## config.mk

```make
export PLATFORM = sky130hd
export DESIGN_NAME = cond_check_unit
export DESIGN_NICKNAME = d
export VERILOG_FILES = /design/src/rtl/arm_cond_pkg.sv /design/src/rtl/cond_decode.sv /design/src/rtl/cond_check_unit.sv
export SDC_FILE = /design/constraint.sdc
export NUM_CORES = 1
export LEC_CHECK = 0
export CAP_MARGIN = 0
export CORE_MARGIN = 4
export CORE_UTILIZATION = 29
export CTS_CLUSTER_SIZE = 8
export DETAILED_ROUTE_END_ITERATION = 10
export GPL_TIMING_DRIVEN = 0
export SYNTH_ARGS = -nofsm -noshare
export SYNTH_HDL_FRONTEND = slang
export SYNTH_HIERARCHICAL = 1
export SYNTH_SLANG_ARGS = --single-unit
```

## constraint.sdc

```tcl
create_clock -name CLK -period 2.6 [get_ports CLK]
set_input_delay 0.26 -clock CLK [delete_from_list [all_inputs] [get_ports CLK]]
set_output_delay 0.26 -clock CLK [all_outputs]
set_load 0.01 [all_outputs]
```

## src/rtl/arm_cond_pkg.sv

```systemverilog
`default_nettype none
// ============================================================================
// Module   : arm_cond_pkg
// Brief    : Shared constants for the ARM condition-code checker: COND field
//            encodings, NZCV flag bit positions and FSM state encoding.
// Revision : 1.0 - initial release
// ============================================================================
package arm_cond_pkg;

    // ARM condition field encodings
    localparam logic [3:0] COND_EQ = 4'b0000;
    localparam logic [3:0] COND_NE = 4'b0001;
    localparam logic [3:0] COND_CS = 4'b0010;
    localparam logic [3:0] COND_CC = 4'b0011;
    localparam logic [3:0] COND_MI = 4'b0100;
    localparam logic [3:0] COND_PL = 4'b0101;
    localparam logic [3:0] COND_VS = 4'b0110;
    localparam logic [3:0] COND_VC = 4'b0111;
    localparam logic [3:0] COND_HI = 4'b1000;
    localparam logic [3:0] COND_LS = 4'b1001;
    localparam logic [3:0] COND_GE = 4'b1010;
    localparam logic [3:0] COND_LT = 4'b1011;
    localparam logic [3:0] COND_GT = 4'b1100;
    localparam logic [3:0] COND_LE = 4'b1101;
    localparam logic [3:0] COND_AL = 4'b1110;
    localparam logic [3:0] COND_NV = 4'b1111;

    // Bit positions inside the NZCV flag register
    localparam int N_BIT = 3;
    localparam int Z_BIT = 2;
    localparam int C_BIT = 1;
    localparam int V_BIT = 0;

    // Request-handling FSM states
    typedef enum logic [1:0] {
        IDLE = 2'd0,
        WAIT = 2'd1,
        EVAL = 2'd2
    } state_t;

endpackage : arm_cond_pkg
`default_nettype wire

```

## src/rtl/cond_decode.sv

```systemverilog
`default_nettype none
// ============================================================================
// Module   : cond_decode
// Brief    : Purely combinational ARM condition evaluator. Maps a 4-bit COND
//            field and the NZCV flags to a single pass/fail result.
// Revision : 1.0 - initial release
// ============================================================================
module cond_decode
    import arm_cond_pkg::*;
(
    input  logic [3:0] cond,
    input  logic [3:0] flags,
    output logic       result
);

    logic n;
    logic z;
    logic c;
    logic v;

    assign n = flags[N_BIT];
    assign z = flags[Z_BIT];
    assign c = flags[C_BIT];
    assign v = flags[V_BIT];

    // Condition table lookup
    always_comb begin
        result = 1'b0;
        case (cond)
            COND_EQ: result = z;
            COND_NE: result = ~z;
            COND_CS: result = c;
            COND_CC: result = ~c;
            COND_MI: result = n;
            COND_PL: result = ~n;
            COND_VS: result = v;
            COND_VC: result = ~v;
            COND_HI: result = c & ~z;
            COND_LS: result = ~c | z;
            COND_GE: result = (n == v);
            COND_LT: result = (n != v);
            COND_GT: result = ~z & (n == v);
            COND_LE: result = z | (n != v);
            COND_AL: result = 1'b1;
            COND_NV: result = 1'b0;
            default: result = 1'b0;
        endcase
    end

endmodule : cond_decode
`default_nettype wire

```

## src/rtl/cond_check_unit.sv

```systemverilog
`default_nettype none
// ============================================================================
// Module   : cond_check_unit
// Brief    : Condition-code checker between decode and the flag register.
//            Tracks in-flight flag writers, stalls requests whose flags are
//            not yet final and answers the rest with a registered PASS/ACK.
// Revision : 1.0 - initial release
// ============================================================================
module cond_check_unit
    import arm_cond_pkg::*;
#(
    parameter int MAX_PEND = 3
) (
    input  logic       CLK,
    input  logic       RESET,
    input  logic [3:0] FLAGS,
    input  logic       SET_PEND,
    input  logic       FLAG_WR,
    input  logic       REQ,
    input  logic [3:0] COND,
    output logic       ACK,
    output logic       PASS,
    output logic       STALL,
    output logic [1:0] PENDING,
    output logic       ERR
);

    localparam logic [1:0] PEND_MAX = 2'(MAX_PEND);

    state_t     state;
    logic [3:0] cond_q;
    logic [1:0] pend_next;
    logic       overflow;
    logic       cond_result;
    logic       no_hazard;

    cond_decode u_cond_decode (
        .cond   (cond_q),
        .flags  (FLAGS),
        .result (cond_result)
    );

    // Next pending count; simultaneous SET_PEND and FLAG_WR cancel out
    always_comb begin
        pend_next = PENDING;
        overflow  = 1'b0;
        if (SET_PEND && !FLAG_WR) begin
            if (PENDING == PEND_MAX) begin
                overflow = 1'b1;
            end else begin
                pend_next = PENDING + 2'd1;
            end
        end else if (FLAG_WR && !SET_PEND) begin
            if (PENDING != 2'd0) begin
                pend_next = PENDING - 2'd1;
            end
        end
    end

    // AL/NV never depend on flags, so they bypass the hazard check
    assign no_hazard = (COND == COND_AL) || (COND == COND_NV) || (PENDING == 2'd0);

    // Pending-writer counter and sticky overflow flag
    always_ff @(posedge CLK or posedge RESET) begin
        if (RESET) begin
            PENDING <= 2'd0;
            ERR     <= 1'b0;
        end else begin
            PENDING <= pend_next;
            if (overflow) begin
                ERR <= 1'b1;
            end
        end
    end

    // Request FSM with COND latch and registered ACK/PASS
    always_ff @(posedge CLK or posedge RESET) begin
        if (RESET) begin
            state  <= IDLE;
            cond_q <= 4'd0;
            ACK    <= 1'b0;
            PASS   <= 1'b0;
        end else begin
            ACK <= 1'b0;
            case (state)
                IDLE: begin
                    if (REQ) begin
                        cond_q <= COND;
                        state  <= no_hazard ? EVAL : WAIT;
                    end
                end
                WAIT: begin
                    // Leave on the edge that retires the last writer so that
                    // the first cycle with PENDING==0 is already EVAL
                    if (pend_next == 2'd0) begin
                        state <= EVAL;
                    end
                end
                EVAL: begin
                    PASS  <= cond_result;
                    ACK   <= 1'b1;
                    state <= IDLE;
                end
                default: begin
                    state <= IDLE;
                end
            endcase
        end
    end

    assign STALL = (state == WAIT);

endmodule : cond_check_unit
`default_nettype wire
```

==> impl_metrics.ini, run 1 <==
[drt]
detail-route-antenna-nets = 0
dr.pass1.iters = 3
vias = 519
dr_wl_met2_um = 548
vias_per_cell = 4.634
drtIter0Drc = 1
drc = 0
wl_met3_um = 87
route.detailed.wl_per_inst_um = 10.90
routed.top_layer = met4
met1_length_um = 567
totalWireLength_um = 1221

[floorplanning]
fp-row-count = 16
dieArea_mm2 = 0.003035
ios = 19
core-area_mm2 = 0.002042
initial_core_util_pct = 31.50
die_h_um = 55.09
die_w_um = 55.09

[critical_path]
startpoint_type = register
endpoint_kind = primary output
reg2reg_from = cond_q[1]
crit_family = buffers and inverters
crit_buf_inv = 2
worstReg2RegEnd = PASS
worstPathArrival_ns = 1.54
path_cells = or2b_1, inv_1, clkdlybuf4s50_1
crit_start = state[1]
cp_max_fo = 3
critical_path_required_ns = 2.34
crit_type = register to primary output
r2r_cells = 6
cp_slowest_cell = clkdlybuf4s50_1
slowest_delay_ns = 0.53
reg2reg_setup_slack_ns = 0.86

[timing]
timing.final.crit_share_pct = 69.18
worst_pin_slew_ns = 0.4083
drv_slew = 0
fmax_mhz = 556.0
fin_skew_ns = 0.001575
relSlewSlack_pct = 72.75
rsz0062_at_grt = false
finalSetupTns_ns = 0
setup_viol_count_final = 0
finalHoldViolations = 0
min_period_ns = 1.799

[clock_tree]
cts_resized = 0
post_cts_buffers = 0
ctsLongestPathBuffers = 2
cts_buffers = 3
clkTransAtPathRegs_ns = 0.07
cts_tree = built
clock_latency_ns = 0.26
cts_root_buffer = clkbuf_4
hold_buffers = 0
cts.sinks = 11
htreeDepth = 1

[yosys]
avgSynthCellArea_um2 = 10.21
syn-instance-count = 63
yosys_warnings = 6
synth.ff_latch_count = 11
synth_cell_type_count = 31
syn-cell-area_um2 = 643.1
ys_seq_area_share_pct = 42.80
syn_nets = 76

[placed_design]
gp_congestion = 0.6602
port_buffers = 18

[global_routing]
grt_max_degree = 12
grt_pass1_vias = 482
gr-usage-all-layers_pct = 9.529
antenna_found_initial = 0
grt_pass1_wl_um = 1980
overflow = 0

[finish]
nNetsFinal = 99
drive_above_1_share_pct = 15.29
multi_input_area_um2 = 341.6
post-route-util_pct = 43.26
diodes = 0
fillerInstances = 230
final_cell_mix = clkdlybuf4s50_1, dfrtp_1, a21oi_1, mux2_2
layout_commonest_cell = clkdlybuf4s50_1
area_growth_pct = 37.35
seq_area_um2 = 275.3

[power]
ir_worst_vdd_v = 0.0003692
leakage_nw = 0.3584
pwr_density_cell_mw_per_mm2 = 908.2
p_total_w = 0.0008023

[worst_hold_path]
hp-class = input port to async pin

[outcome]
outcome = complete, no violations

[flow_run]
maxCapViolCount = 0
-- logic make-up after synthesis --
kind of cell | synth area share [%]
AOI/OAI and AO/OA | 18.68
and+or+nand+nor | 18.68
DFF | 42.80
muxes | 10.31
buffers and inverters | 4.085
xor gates and xnor gates | 5.448
-- registers in the layout (all words and copies together), names as in the netlist --
name / count
cond_q: 4
PENDING: 2
state: 2
ACK: 1
ERR: 1
PASS: 1
-- worst max path at each step --
| stage | to | slack (ns) | depth (start not counted) |
|---|---|---|---|
| 6_report | STALL | 0.80 | 3 |
| 5_1_grt | PASS | 0.68 | 6 |
| 4_1_cts | STALL | 0.79 | 3 |
| 3_5_place_dp | PASS | 0.61 | 7 |
| 3_3_place_gp | PASS | 0.60 | 7 |
| 2_1_floorplan | PASS | 1.04 | 7 |
-- power by group --
group          switching (W)  leakage (nW)  internal [W]
clock              0.0000545        0.0150     0.0000593
combinational       0.000169         0.216      0.000222
sequential         0.0000631         0.128      0.000234
total               0.000287         0.358      0.000516
-- cell usage after synthesis, drive strengths merged --
library cell | instances | share of area [%]
o21ai | 4 | 3.1
a2111oi | 1 | 1.6
buf | 1 | 1.2
mux2i | 1 | 1.6
inv | 4 | 2.3
a22o | 1 | 1.4
dfrtp | 11 | 43
clkbuf | 1 | 0.58
a21bo | 1 | 1.6
nand3 | 2 | 1.6
xnor2 | 1 | 1.4
nor4b | 1 | 1.4
xor2 | 3 | 4.1
nand2b | 1 | 0.97
o22a | 1 | 1.4
nand2 | 1 | 0.58
nand3b | 1 | 1.2
o22ai | 1 | 0.97
or2 | 2 | 1.9
nor2 | 2 | 1.2
a21oi | 5 | 3.9
a311oi | 1 | 1.4
a211oi | 2 | 2.3
nor2b | 3 | 2.9
nor3b | 1 | 2.9
o21bai | 1 | 1.2
or2b | 1 | 1.2
mux2 | 5 | 8.8
nor3 | 2 | 1.6
and2b | 1 | 1.4
-- routing by layer --
metal | vias to the layer above | GRT usage [%]
li1 | 268 | -
met1 | 234 | 10.53
met2 | 15 | 16.34
met3 | 2 | 3.753
met4 | 0 | 3.644
met5 | - | 0
-- metrics by stage --
stage,hold WS (ns),instances,setup WS (ns),area (µm²)
detailed placement,0.4613,108,0.6105,857.1
floorplan,0.1124,63,1.035,643.1
global route,0.3372,112,0.6850,883.3
CTS,0.3072,112,0.7908,883.3
finish,0.2884,112,0.8013,883.3
global placement,0.4639,108,0.6010,857.1
-- area by class of cell --
type / instances / share of cell area (%)
clock buffers: 4 / 2.975
plain buffers: 2 / 1.275
multi-input cells: 46 / 38.67
well taps: 27 / 3.824
flip-flops and latches: 11 / 31.16
repair buffers: 18 / 20.40
inverters: 4 / 1.700
Note: power is estimated with default switching activity, not from simulation.
==> inputs of run 2 (changes only) <==
clock period = 1.8 ns   (was 2.6 ns; I/O delays follow)
==> impl_metrics.ini, run 2 (synthesis gave the netlist of run 1 again) <==
[drt]
detail-route-antenna-nets = 0
route.detailed.wl_per_inst_um = 11.59
vias_per_cell = 4.779
dr.pass1.iters = 4
drtIter0Drc = 10
vias = 540
totalWireLength_um = 1310
drc = 0

[finish]
fillerInstances = 222
final_cell_mix = clkdlybuf4s50_1, dfrtp_1, a21oi_1
layout_commonest_cell = clkdlybuf4s50_1
regMostFlops = cond_q
area_growth_pct = 44.75
nNetsFinal = 100
multi_input_area_um2 = 370.4
final_area_um2 = 930.9
drive_above_1_share_pct = 22.09
diodes = 0
seq_area_um2 = 275.3
top_regs = cond_q (4), PENDING (2), state (2)
layoutNonFillerInstCount = 113
largest_reg_flops = 4

[floorplanning]
die_w_um = 55.09
ios = 19
initial_core_util_pct = 31.50
core-area_mm2 = 0.002042
die_h_um = 55.09
dieArea_mm2 = 0.003035
fp-row-count = 16

[clock_tree]
ctsLongestPathBuffers = 2
cts.sinks = 11
clkTransAtPathRegs_ns = 0.07
cts_tree = built
hold_buffers = 0
clock_latency_ns = 0.26
htreeDepth = 1
cts_root_buffer = clkbuf_4
cts_buffers = 3

[power]
ir_worst_vdd_v = 0.0005500
leakage_nw = 0.3799
pwr_density_cell_mw_per_mm2 = 1349

[flow_run]
maxCapViolCount = 0

[placed_design]
gp_congestion = 0.6602
port_buffers = 18
pre_cts_ws_ns = -0.1095
placed_cells = 108
place_area_um2 = 857.1

[timing]
relSlewSlack_pct = 72.74
fin_skew_ns = 0.001561
fin_ws_ns = 0.08135
setup_viol_count_final = 0
rsz0062_at_grt = true
timing.final.crit_share_pct = 95.48
drv_slew = 0
min_period_ns = 1.719
worst_pin_slew_ns = 0.4085
fmax_mhz = 581.9
finalHoldViolations = 0

[critical_path]
critical_path_required_ns = 1.62
crit_type = register to primary output
endpoint_kind = primary output
startpoint_type = register
worstPathArrival_ns = 1.54
cp_max_fo = 3

[worst_hold_path]
hp-class = input port to async pin

[global_routing]
grt_pass1_wl_um = 1980
antenna_found_initial = 0
grt_pass1_vias = 482
grt_max_degree = 12
gr-usage-all-layers_pct = 9.529
overflow = 0

[outcome]
outcome = complete, no violations
==> run 2: changes by cell type in the layout (fill, tap and decap cells not counted) <==
cell       delta
nor2b_1       -1
mux2_2        -1
a2111oi_2     +1
buf_6         +2
a2111oi_1     -1
a211oi_2      +1
xor2_1        -1
nor2b_4       +1
a211oi_1      -1
xor2_2        +1
mux2_4        +1
clkbuf_1      -1
==> run 2: what timing repair did <==
action                     in CTS  in global routing
setup endpoints to repair       0                  1
setup buffers                   0                  2
gates resized for setup         0                  8
==> run 2: path summary, 6_finish.rpt <==
path / depth (start not counted) / slack (ns) / to / from
max: 3 / 0.08 / STALL / state[1]
min: 2 / 0.21 / state[1] / RESET
max reg2reg: 7 / 0.10 / PASS / cond_q[0]
min reg2reg: 1 / 0.49 / ERR / ERR
max in group asynchronous: 2 / 1.31 / cond_q[1] / RESET
min in group CLK: 1 / 0.49 / ERR / ERR
==> run 2: power breakdown <==
part	leakage, nW	internal, W	switching, W
sequential	0.128	0.000338	0.000125
clock	0.0150	0.0000857	0.0000787
combinational	0.237	0.000384	0.000245
total	0.380	0.000808	0.000448
==> run 2: cell type report <==
cell class                 count  area share (%)
timing repair buffer          20           21.37
inverter                       4           1.613
buffer                         1           1.210
multi-input combinational     46           39.78
clock buffer                   4           2.823
sequential                    11           29.57
tap                           27           3.629
==> run 2: stage by stage <==
step	setup TNS [ns]	utilization, %	power, W	hold WS [ns]
finish	0	45.59	0.001256	0.2085
global route	-0.01338	45.59	0.001356	0.2572
CTS	0	43.26	0.001173	0.2272
detailed placement	-0.1095	41.97	0.001001	0.4613
global placement	-0.1190	41.97	0.0009950	0.4639
floorplan	0	-	0.0008134	0.03244
==> run 2: worst max-delay path: stages (launching register included) <==
cell and delay [ns]:
dfrtp_1 0.41, or2b_1 0.25, inv_1 0.08, clkdlybuf4s50_1 0.53
==> run 2: routing by layer <==
layer | track usage, % | share of wire (%) | vias up
li1 | - | - | 271
met1 | 10.53 | 45 | 250
met2 | 16.34 | 47 | 17
met3 | 3.753 | 6.8 | 2
met4 | 3.644 | 1.3 | 0
met5 | 0 | 0 | -
==> inputs of run 3 (changes only) <==
CORE_ASPECT_RATIO = 0.75   (was unset)
==> impl_metrics.ini, run 3 (synthesis gave the netlist of run 1 again) <==
[outcome]
outcome = complete, no violations

[clock_tree]
cts_tree = built
hold_buffers = 0
cts_buffers = 3
cts_root_buffer = clkbuf_4
cts.sinks = 11
clock_latency_ns = 0.26
clkTransAtPathRegs_ns = 0.06
ctsLongestPathBuffers = 2
htreeDepth = 1

[drt]
route.detailed.wl_per_inst_um = 11.21
drc = 0
drtIter0Drc = 5
detail-route-antenna-nets = 0
vias_per_cell = 4.935
vias = 533
totalWireLength_um = 1211
dr.pass1.iters = 4

[timing]
worst_pin_slew_ns = 0.4053
fmax_mhz = 594.3
fin_skew_ns = 0.001432
relSlewSlack_pct = 72.95
drv_slew = 0
rsz0062_at_grt = false
setup_viol_count_final = 0
timing.final.crit_share_pct = 93.47
finalHoldViolations = 0
min_period_ns = 1.683
hold_slack_ns = 0.1997

[finish]
final_area_um2 = 878.3
largest_reg_flops = 4
area_growth_pct = 36.58
diodes = 0
top_regs = cond_q (4), PENDING (2), state (2)
nNetsFinal = 98
layout_commonest_cell = clkdlybuf4s50_1
final_cell_mix = clkdlybuf4s50_1, dfrtp_1, a21oi_1, mux2_2
post-route-util_pct = 42.86
fillerInstances = 203
drive_above_1_share_pct = 15.48
regMostFlops = cond_q

[placed_design]
gp_congestion = 0.7293
port_buffers = 18
place_area_um2 = 853.3
hpwlAfterDp_um = 997.6

[power]
ir_worst_vdd_v = 0.0005990
leakage_nw = 0.3658
pwr_density_cell_mw_per_mm2 = 1300
p_total_w = 0.001142

[critical_path]
crit_type = input port to register
timing.critical_path.mode_cell = xor2_1
startpoint_type = input port
endpoint_kind = register
cp_max_fo = 3
critical_path_required_ns = 1.95
worstPathArrival_ns = 1.83
reg2reg_setup_slack_ns = 0.14
path_cells = clkdlybuf4s50_1, xor2_1, xor2_1, a2111oi_1, a311oi_1, o22ai_1, mux2_2
r2r_cells = 7
reg2reg_from = cond_q[0]
cp_slowest_cell = clkdlybuf4s50_1
slowest_delay_ns = 0.49
worstReg2RegEnd = PASS

[floorplanning]
ios = 19
dieArea_mm2 = 0.003043
die_h_um = 48.79
die_w_um = 62.38
core-area_mm2 = 0.002049
fp-row-count = 14
initial_core_util_pct = 31.38

[global_routing]
grt_pass1_wl_um = 2083
grt_pass1_vias = 486
antenna_found_initial = 0
gr-usage-all-layers_pct = 8.918
overflow = 0
grt_max_degree = 12

[worst_hold_path]
hp-class = input port to async pin

[flow_run]
maxCapViolCount = 0
## run 3: cell count changes in the layout (fill, tap and decap cells not counted), sizes merged
cell / change
buf: -2
clkdlybuf4s50: -1
dlymetal6s2s: +1
## run 3: how the worst max path moves through the flow
stage | slack [ns] | cells past startpoint | startpoint | to
2_1_floorplan | 0.24 | 7 | cond_q[0] | PASS
3_3_place_gp | -0.16 | 7 | FLAGS[0] | PASS
3_5_place_dp | -0.15 | 7 | FLAGS[0] | PASS
4_1_cts | 0.06 | 3 | state[1] | STALL
5_1_grt | 0.03 | 7 | cond_q[0] | PASS
6_report | 0.12 | 7 | FLAGS[0] | PASS
## run 3: area by class of cell
cell class,instances,area [µm²],area share [%]
Timing Repair Buffer,18,182.7,20.80
Buffer,1,7.507,0.8547
Inverter,4,15.01,1.709
Multi-Input combinational cell,46,341.6,38.89
Tap cell,24,30.03,3.419
Clock buffer,4,26.28,2.991
Sequential cell,11,275.3,31.34
## run 3: worst max-delay path, delay by kind of cell
| family | cells | cell delay, ns |
|---|---|---|
| xor gates and xnor gates | 2 | 0.48 |
| muxes | 1 | 0.27 |
| AOI/OAI and AO/OA | 3 | 0.40 |
| buffers and inverters | 1 | 0.49 |
## run 3: what timing repair did
item,in CTS,in global routing
setup endpoints to repair,0,2
resized for setup,0,1
setup buffers,0,0
## run 3: through the flow
stage	setup TNS [ns]	cells	worst slack, ns
after CTS	0	109	0.06043
after floorplan	0	63	0.2351
final	0	108	0.1175
after detailed placement	-0.1518	105	-0.1518
after global routing	0	108	0.02759
after global placement	-0.1622	105	-0.1622
## run 3: power breakdown
group	total (W)	switching, W	internal [W]
Combinational	0.000531	0.000219	0.000312
Sequential	0.000451	0.000112	0.000339
Clock	0.000160	0.0000741	0.0000857
## run 3: per-layer routing
layer / vias to the layer above / track usage (%) / wire, µm
li1: 266 / - / -
met2: 12 / 11.72 / 528
met5: - / 0 / 0
met4: 0 / 6.360 / 40
met3: 5 / 4.378 / 62
met1: 250 / 11.16 / 579
